`src/rtl/sha2indctrl_if.sv`:
```
// rtl/sha2indctrl_if.sv - packet and block handshake bundle between source, datapath and sha2indctrl
interface sha2indctrl_if;
  logic       in_vld;
  logic       in_last;
  logic       in_rdy;
  logic [2:0] idx;
  logic       clr;
  logic       st_pkt;
  logic       pad_pkt;
  logic       zero_pkt;
  logic       mgln_pkt;
  logic       blk_vld;
  logic       blk_last;
  logic       blk_ack;

  modport master (
    input  in_vld, in_last, idx, blk_ack,
    output in_rdy, clr, st_pkt, pad_pkt, zero_pkt, mgln_pkt, blk_vld, blk_last
  );

  modport slave (
    output in_vld, in_last, idx, blk_ack,
    input  in_rdy, clr, st_pkt, pad_pkt, zero_pkt, mgln_pkt, blk_vld, blk_last
  );
endinterface

```
`src/rtl/sha2indctrl.sv`:
```
// rtl/sha2indctrl.sv - SHA-2 input control: sequences data, pad, zero and length packets into 512-bit blocks
module sha2indctrl (
  input  logic          clk,
  input  logic          rst_b,
  sha2indctrl_if.master bus
);

  typedef enum logic [2:0] {S_CLR, S_LOAD, S_PAD, S_ZERO, S_MGLN, S_FULL} state_t;
  typedef enum logic [1:0] {R_LOAD, R_PAD, R_ZERO, R_CLR} rsm_t;

  state_t state, state_nxt;
  rsm_t   rsm, rsm_nxt;

  always_ff @(posedge clk) begin
    if (!rst_b) begin
      state <= S_CLR;
      rsm   <= R_LOAD;
    end else begin
      state <= state_nxt;
      rsm   <= rsm_nxt;
    end
  end

  always_comb begin
    state_nxt    = state;
    rsm_nxt      = rsm;
    bus.in_rdy   = 1'b0;
    bus.clr      = 1'b0;
    bus.st_pkt   = 1'b0;
    bus.pad_pkt  = 1'b0;
    bus.zero_pkt = 1'b0;
    bus.mgln_pkt = 1'b0;
    bus.blk_vld  = 1'b0;
    bus.blk_last = 1'b0;
    case (state)
      S_CLR: begin
        bus.clr   = 1'b1;
        state_nxt = S_LOAD;
      end
      S_LOAD: begin
        bus.in_rdy = 1'b1;
        bus.st_pkt = bus.in_vld;
        if (bus.in_vld) begin
          // Filling slot 7 completes a block; rsm remembers whether padding is still owed.
          if (bus.idx == 3'd7) begin
            state_nxt = S_FULL;
            rsm_nxt   = bus.in_last ? R_PAD : R_LOAD;
          end else if (bus.in_last) begin
            state_nxt = S_PAD;
          end
        end
      end
      S_PAD: begin
        bus.st_pkt  = 1'b1;
        bus.pad_pkt = 1'b1;
        if (bus.idx == 3'd7) begin
          state_nxt = S_FULL;
          rsm_nxt   = R_ZERO;
        end else if (bus.idx == 3'd6) begin
          state_nxt = S_MGLN;
        end else begin
          state_nxt = S_ZERO;
        end
      end
      S_ZERO: begin
        bus.st_pkt   = 1'b1;
        bus.zero_pkt = 1'b1;
        if (bus.idx == 3'd6) state_nxt = S_MGLN;
      end
      S_MGLN: begin
        bus.st_pkt   = 1'b1;
        bus.mgln_pkt = 1'b1;
        state_nxt    = S_FULL;
        rsm_nxt      = R_CLR;
      end
      S_FULL: begin
        bus.blk_vld  = 1'b1;
        bus.blk_last = (rsm == R_CLR);
        if (bus.blk_ack) begin
          case (rsm)
            R_LOAD:  state_nxt = S_LOAD;
            R_PAD:   state_nxt = S_PAD;
            R_ZERO:  state_nxt = S_ZERO;
            default: state_nxt = S_CLR;
          endcase
        end
      end
      default: state_nxt = S_CLR;
    endcase
  end

endmodule
```
`src/flat_wrapper.sv`:
```
// flat-port wrapper written by rule: the top's interface ports become plain ports
module sha2indctrl_flat 
  (clk, rst_b, bus_in_vld, bus_in_last, bus_idx, bus_blk_ack, bus_in_rdy, bus_clr, bus_st_pkt, bus_pad_pkt, bus_zero_pkt, bus_mgln_pkt, bus_blk_vld, bus_blk_last);
  sha2indctrl_if bus_i ();
  input  logic clk;
  input  logic rst_b;
  input wire logic [$bits(bus_i.in_vld)-1:0] bus_in_vld;
  input wire logic [$bits(bus_i.in_last)-1:0] bus_in_last;
  input wire logic [$bits(bus_i.idx)-1:0] bus_idx;
  input wire logic [$bits(bus_i.blk_ack)-1:0] bus_blk_ack;
  output wire logic [$bits(bus_i.in_rdy)-1:0] bus_in_rdy;
  output wire logic [$bits(bus_i.clr)-1:0] bus_clr;
  output wire logic [$bits(bus_i.st_pkt)-1:0] bus_st_pkt;
  output wire logic [$bits(bus_i.pad_pkt)-1:0] bus_pad_pkt;
  output wire logic [$bits(bus_i.zero_pkt)-1:0] bus_zero_pkt;
  output wire logic [$bits(bus_i.mgln_pkt)-1:0] bus_mgln_pkt;
  output wire logic [$bits(bus_i.blk_vld)-1:0] bus_blk_vld;
  output wire logic [$bits(bus_i.blk_last)-1:0] bus_blk_last;
  assign bus_i.in_vld = bus_in_vld;
  assign bus_i.in_last = bus_in_last;
  assign bus_i.idx = bus_idx;
  assign bus_i.blk_ack = bus_blk_ack;
  assign bus_in_rdy = bus_i.in_rdy;
  assign bus_clr = bus_i.clr;
  assign bus_st_pkt = bus_i.st_pkt;
  assign bus_pad_pkt = bus_i.pad_pkt;
  assign bus_zero_pkt = bus_i.zero_pkt;
  assign bus_mgln_pkt = bus_i.mgln_pkt;
  assign bus_blk_vld = bus_i.blk_vld;
  assign bus_blk_last = bus_i.blk_last;
  sha2indctrl u_core (.clk(clk), .rst_b(rst_b), .bus(bus_i));
endmodule
```
`config.mk`:
```
export PLATFORM = sky130hd
export DESIGN_NAME = sha2indctrl_flat
export DESIGN_NICKNAME = d
export VERILOG_FILES = /design/src/rtl/sha2indctrl_if.sv /design/src/rtl/sha2indctrl.sv /design/src/flat_wrapper.sv
export SDC_FILE = /design/constraint.sdc
export NUM_CORES = 1
export LEC_CHECK = 0
export CORE_AREA = 2 2 39 41
export CTS_CLUSTER_SIZE = 16
export DETAILED_ROUTE_END_ITERATION = 7
export DIE_AREA = 0 0 41 43
export PLACE_DENSITY = 0.68
export SLEW_MARGIN = 10
export SYNTH_ARGS = -nofsm -noshare
export SYNTH_HDL_FRONTEND = slang
export SYNTH_SLANG_ARGS = --single-unit
```
`constraint.sdc`:
```
create_clock -name clk -period 1.25 [get_ports clk]
set_input_delay 0.25 -clock clk [delete_from_list [all_inputs] [get_ports clk]]
set_output_delay 0.25 -clock clk [all_outputs]
set_load 0.02 [all_outputs]
```
# After elaboration in Yosys (flattened, before gate mapping)
# Index checks and enable logic that the tools add are counted.
# word_totals
wordCells,46
reg_bits,5
input_bits,8
# op_classes
n_eq_ne,16
n_reduce_logical,6
n_mux,22
# op_table
op,count
$mux W3,7
$pmux W3 S6,1
$eq A3 B3 Y1 const B,4
$pmux W2 S3,2
$mux W1,8
$reduce_and A4 Y1,2
$eq A3 B2 Y1 const B,2
$mux W2,3
$ne A2 B1 Y1 const B,3
$eq A2 B2 Y1 const B,2
$ne A2 B2 Y1 const B,2
$eq A3 B1 Y1 const B,1
$logic_not A3 Y1,1
$ne A3 B2 Y1 const B,1
$reduce_bool A3 Y1,1
$reduce_or A3 Y1,1
$eq A2 B1 Y1 const B,1
$logic_not A2 Y1,1
$pmux W1 S2,1

# Longest topological paths before layout
# Gate-level depths: netlist of run 1.
# depth
depth_word,4
mapped_depth,6

# Worst setup path before layout of run 1
# OpenSTA, ideal clock, no wires.
# synth_timing
path_kind,register -> register
startpoint,register u_core.state[0]
endpoint,register u_core.state[1]
t_arrival_ns,1.329
setup_slack_ns,-0.197
path_stages_with_launch,5
required_ns,1.132
n_path_buf,0
setup_ns,0.118
path_cell_list,dfxtp_1 nor3b_1 nand2_1 o221ai_1 nor2_1
# synth_via
elab_chain_len,3
elab_cells_between_ends,12
cone_classes,9 x eq/ne; 1 x mux; 2 x reduce/logical
# synth_lines
item,line_no,source
"start, declared",sha2indctrl.sv:11,"state_t state, state_nxt;"
"start signal, assigned",sha2indctrl.sv:19,state <= state_nxt;
$eq A3 B1 Y1 (tied with other cells),sha2indctrl.sv:35,case (state)
$ne A3 B2 Y1 (no source line) (tied with other cells),n/a,
$reduce_and A4 Y1 (no source line),n/a,
# Parallel ways exist; a longest one is shown, timed or not.
# A chain may end at the register's enable or synchronous reset.

# Final worst setup path of run 1
# layout_timing
startpoint,input bus_in_vld
endpoint,register u_core.state[0]
# layout_via
elab_chain_len,2
# layout_lines
item,line_no,source
"start, declared",flat_wrapper.sv:7,input wire logic [$bits(bus_i.in_vld)-1:0] bus_in_vld;
$ne A2 B2 Y1 (no source line),n/a,
$reduce_and A4 Y1 (no source line),n/a,
# No other way between the ends.

==> impl_results.md, run 1 <==
* Syn. warnings at 0
* Final Cycle Share at 1.303
* Tot Pwr at 1.389 mW
* Routed vias at 756
* Core ar. at 0.001384 mm²
* Worst path slowest cell: clkdlybuf4s50_1
* ANT cells at 0
* Core Util, Final at 0.8165
* Area of the multi-input gates at 439.2 µm²
* Max Cap Viol at 0
* Die area at 0.001763 mm²
* Nets at 128
* CTS tree: built
* Final Hold Vio Count at 0
* IO Pins at 16
* DR pass1 iterations at 4
* Filler cells at 75
* Num CTS Buffers at 3
* Pins Over Slew Limit at 0
* Synth-to-layout area growth at 138.3%
* Slew margin rel. at 0.8055
* Storage cell area at 106.4 µm²
* H-Tree Depth at 1
* Overall routing resource usage at 0.2633
* CP top delay family: compound AO/OA/AOI/OAI gates
* Antenna-violating nets left at 0
* Leakage at 0.5174 nW
* Seq/Total Area, Yosys at 0.2111
* Via/cell ratio at 5.771
* Layout cell share with drive strength beyond 1 at 0.6696
* Initial Utilization at 0.3427
* CP peak stage delay at approximately 500 ps
* Die W at 41 µm
* Row count at 14
* Post-Syn Instances at 59
* Avg WL per Cell at slightly below 20 µm
* Clock Latency Late Sink at 240 ps
* Total gr overflow at 0
* Finished Layout Cells at around 130
* CP Max Fanout at 2
* HPWL Detailed at between 1 and 1.5 mm
* Global-route wire length before repair at about 3.1 mm
* WL final at 2.536 mm
* Worst Path Buf+Inv at 2
* Failing checks: setup timing
* CP Class: primary input to flip-flop
* Mapped Area at 474.2 µm²
* Final setup vio count at 13
* Placer congestion estimate at 0.7989
* PwrDens at approximately 1200 mW/mm²
* Port-buffer cells at 15
* Final min period at 1629 ps
* CTS max path bufs at 2
* Outcome: complete, but fails checks
* Post-Syn Nets at 71
* Vias in the first global route at 726
* RSZ-0062 raised after global routing: yes
* Antenna violations before repair at 0
* Syn Area/Cell at 8.037 µm²
* DRC viols at 0
* Hold Path Class: flip-flop to flip-flop
* Worst IR drop on VDD at 0.7632 mV
* DR iter-0 viols at slightly below 60
* Critical-path cell list: clkdlybuf4s50_1 > buf_4 > nand2b_4 > a41oi_2 > o21ai_1 > o41a_1
* Worst Max-Slew Pin Slew at 291.8 ps
* Largest net degree at the start of global routing at 9
* Setup TNS at -2771 ps
* Post-synth cell types at 32
* #FFs+latches synth at 5
* Post-CTS Hold Buffers at 0
* Max Freq at 614.0 MHz
* Final Skew at 2.082 ps
* CTS Sinks at 5
* Die Ht at 43 µm
* Critical Path Sink Type: flip-flop
* PnR worst setup slack at -378.6 ps
* Dpl cells at between 100 and 150
* Startpoint types: primary input
* CP Data Required Time at between 1000 and 1500 ps
* Root Buffer: clkbuf_4
* Clock slew at reported path FFs at 40 ps
* CP arrival at 1740 ps
-- logic make-up (layout without fill, tap and decap cells) --
group,Yosys count,count (layout),share of synthesized area
buffers and inverters,8,64,0.07124
AO/OA/AOI/OAI,15,15,0.2586
AND/OR/NAND/NOR,27,27,0.3536
adder cells (fa/ha/maj),4,4,0.1055
flip-flops,5,5,0.2111
-- what timing repair did --
item                                    in CTS  in global routing
gates cloned                                 1                  0
gates resized for setup                     64                 15
buffers inserted                            16                  3
pin swaps                                   10                  6
endpoints found under the setup margin      13                 13
-- final timing paths --
check / from / endpoint / slack [ps] / cells past startpoint
max: bus_in_vld / u_core.state[0] / -380 / 6
min: u_core.rsm[0] / u_core.rsm[0] / 540 / 1
max reg2reg: u_core.state[1] / u_core.state[0] / -350 / 6
min reg2reg: u_core.rsm[0] / u_core.rsm[0] / 540 / 1
-- area by class of cell --
type,count,share of cell area
sequential,5,0.09413
inverter,5,0.01883
timing repair buffer,55,0.4574
multi-input combinational,46,0.3887
clock buffer,4,0.02326
tap,16,0.01772
-- worst reg2reg max path, stage by stage (launching register included) --
cell and delay, ps:
dfxtp_2 320, buf_6 120, buf_6 120, nand2b_4 150, a41oi_2 210, o21ai_1 130
o41a_1 420
-- power breakdown --
part / leakage (nW) / switching [mW] / internal (mW) / total, mW
Sequential: 0.0429 / 0.0220 / 0.192 / 0.214
Combinational: 0.459 / 0.447 / 0.551 / 0.997
Clock: 0.0150 / 0.0579 / 0.120 / 0.178
-- cell usage in the layout, fill, tap and decap left out, drive strengths merged, types with 2 or more instances in the layout --
master         count
a21oi              2
and2               2
and3               2
buf               48
clkbuf             4
clkdlybuf4s50      6
dfxtp              5
ha                 4
inv                5
nand2              2
nand2b             3
nand3              2
nor2               4
nor3               3
nor3b              2
o21ai              3
o221ai             2
-- per-stage QoR --
step	hold slack, ps	worst slack, ps	instance area [µm²]
after floorplan	371.6	-28.37	514.2
after detailed placement	522.3	-523.9	815.8
final	541.7	-378.6	1130
after global placement	509.2	-507.2	815.8
after global routing	563.1	-397.1	1130
after CTS	542.3	-220.5	1044
-- registers in the layout, indices dropped and copies added, names as in the netlist --
name          flops
u_core.state      3
u_core.rsm        2
-- Yosys cell counts --
cell type  count  area, µm²
ha_1           4      50.05
dfxtp_1        5      100.1
nand2_1        2      7.510
nor3_1         3      15.01
nand2b_1       3      18.77
a41oi_2        1      16.27
inv_1          5      18.77
nor4bb_1       1      10.01
o311a_1        1      10.01
and3b_1        1      8.760
a22oi_1        1      7.510
o41a_1         1      11.26
buf_2          3      15.01
a31oi_1        1      6.260
nor2_1         4      15.01
and2_1         2      12.51
nor2b_1        1      6.260
nor3b_2        1      12.51
a211oi_2       1      12.51
o221ai_1       2      17.52
nand3b_1       1      7.510
nand4b_1       1      8.760
nand4_1        1      6.260
a21oi_1        2      10.01
o31a_1         1      8.760
o211ai_1       1      7.510
nand3_1        2      10.01
or3b_2         1      8.760
o21ai_1        1      5.000
nor3b_1        1      7.510
o21ai_0        2      10.01
and3_1         2      12.51
-- layer usage --
| layer | vias up | routed length [µm] | track usage |
|---|---|---|---|
| li1 | 334 | - | - |
| met1 | 348 | 984 | 0.2871 |
| met2 | 58 | 1252 | 0.4531 |
| met3 | 16 | 194 | 0.03665 |
| met4 | 0 | 104 | 0.1400 |
| met5 | - | 0 | 0 |
Note: power is estimated with default switching activity, not from simulation.
==> run 2, diff against run 1 <==
Settings changed: CAP_MARGIN set to 20, SKIP_CTS_REPAIR_TIMING set to 1.
==> impl_results.md, run 2 (synthesis gave the netlist of run 1 again) <==
* Die W at a little over 40 µm
* CTS tree: built
* Total gr overflow at 0
* Top Registers: u_core.state (3), u_core.rsm (2)
* Routed vias at 668
* Max Freq at 657.9 MHz
* Finished Layout Cells at 125
* PnR worst setup slack at -270.0 ps
* Critical-path cell list: buf_6 > buf_6 > nor4bb_4 > buf_4 > a41oi_2 > buf_4 > o221ai_2 > nor2_1
* Initial Utilization at 0.3427
* CTS max path bufs at 2
* Synth-to-layout area growth at 113.5%
* Row count at 14
* CP peak stage delay at 320 ps
* Setup crit start: u_core.state[1]
* Worst Max-Slew Pin Slew at 278.9 ps
* Layout cell share with drive strength beyond 1 at 0.6239
* Commonest non-fill, non-tap cell in the layout: buf_4
* Final setup vio count at 13
* CP top delay family: buffers and inverters
* Pins Over Slew Limit at 0
* Final Skew at about 0.73 ps
* M1 WL at 730 µm
* Leakage at 0.4626 nW
* Final Cycle Share at 1.216
* Vias in the first global route at 528
* ANT cells at 0
* Port-buffer cells at 15
* DRC viols at 0
* CTS Sinks at 5
* Worst Path Buf+Inv at 4
* Root Buffer: clkbuf_4
* CP arrival at 1640 ps
* Startpoint types: flip-flop
* Critical Path Sink Type: flip-flop
* Clock Latency Late Sink at about 230 ps
* CP Data Required Time at 1370 ps
* Max reg flops at 3
* WL met2 at 1.031 mm
* Die Ht at around 43 µm
* Worst path slowest cell: dfxtp_2
* Nets at 122
* CP Max Fanout at 5
* H-Tree Depth at 1
* Hold Path Class: flip-flop to flip-flop
* Avg WL per Cell at 15.37 µm
* Largest net degree at the start of global routing at 14
* Setup TNS at -2488 ps
* Worst IR drop on VDD at 0.6537 mV
* Tot Pwr at approximately 1.2 mW
* Via/cell ratio at 5.344
* Uppermost layer routed: met4
* Top reg by flops: u_core.state
* RSZ-0062 raised after global routing: yes
* Global-route wire length before repair at 1.980 mm
* DP Area at 815.8 µm²
* Placer congestion estimate at 0.7989
* Max Cap Viol at 0
* Pre-CTS setup slack at -523.9 ps
* Final min period at 1520 ps
* Antenna-violating nets left at 0
* Hold wc startpoint: u_core.rsm[0]
* Core Util, Final at 0.7315
* Met3 routed WL at 98 µm
* Most frequent cells in the layout: 28 x buf_4, 10 x buf_6, 7 x clkdlybuf4s50_1
* Crit Reg-Reg Startpoint: u_core.state[1]
* DR pass1 iterations at 4
* Outcome: complete, but fails checks
* Num CTS Buffers at 3
* Post-route cell area at 0.001012 mm²
* CP Class: flip-flop to flip-flop
* HPWL Detailed at 1.027 mm
* WL final at 1.921 mm
* Antenna violations before repair at 0
* DR iter-0 viols at 11
* Dpl cells at 108
* Core ar. at 0.001384 mm²
* Final Hold Vio Count at 0
* PwrDens at roughly 1200 mW/mm²
* Clock slew at reported path FFs at roughly 40 ps
* IO Pins at 16
* Failing checks: setup timing
* WHS at around 520 ps
* Slew margin rel. at 0.8137
* Die area at 0.001763 mm²
* Overall routing resource usage at 0.1658
## run 2: cell types whose count changed in the layout (fill, tap and decap cells not counted), sizes merged
| cell | delta |
|---|---|
| clkbuf | +1 |
| buf | -7 |
| clkdlybuf4s50 | +1 |
| dlygate4sd2 | -1 |
## run 2: routing by layer
layer / track usage / vias to the layer above
met1: 0.1903 / 307
met3: 0.03665 / 8
li1: - / 320
met5: 0 / -
met2: 0.2500 / 33
met4: 0.1267 / 0
## run 2: worst paths after layout
| path | cells past startpoint | end | slack [ps] |
|---|---|---|---|
| worst max-delay path | 8 | u_core.state[1] | -270 |
| worst min-delay path | 1 | u_core.rsm[0] | 520 |
| worst max register to register | 8 | u_core.state[1] | -270 |
| worst min register to register | 1 | u_core.rsm[0] | 520 |
## run 2: layout make-up
| class | instances | area [µm²] |
|---|---|---|
| multi-input cells | 46 | 395.4 |
| inverters | 5 | 18.77 |
| well taps | 16 | 20.02 |
| fillers | 100 | 371.6 |
| repair buffers | 49 | 442.9 |
| flip-flops and latches | 5 | 108.9 |
| clock buffers | 4 | 26.28 |
## run 2: where the power goes
part           internal [mW]  switching (mW)
Clock                  0.120          0.0579
Combinational          0.433           0.338
Sequential             0.192          0.0276
Total                  0.745           0.424
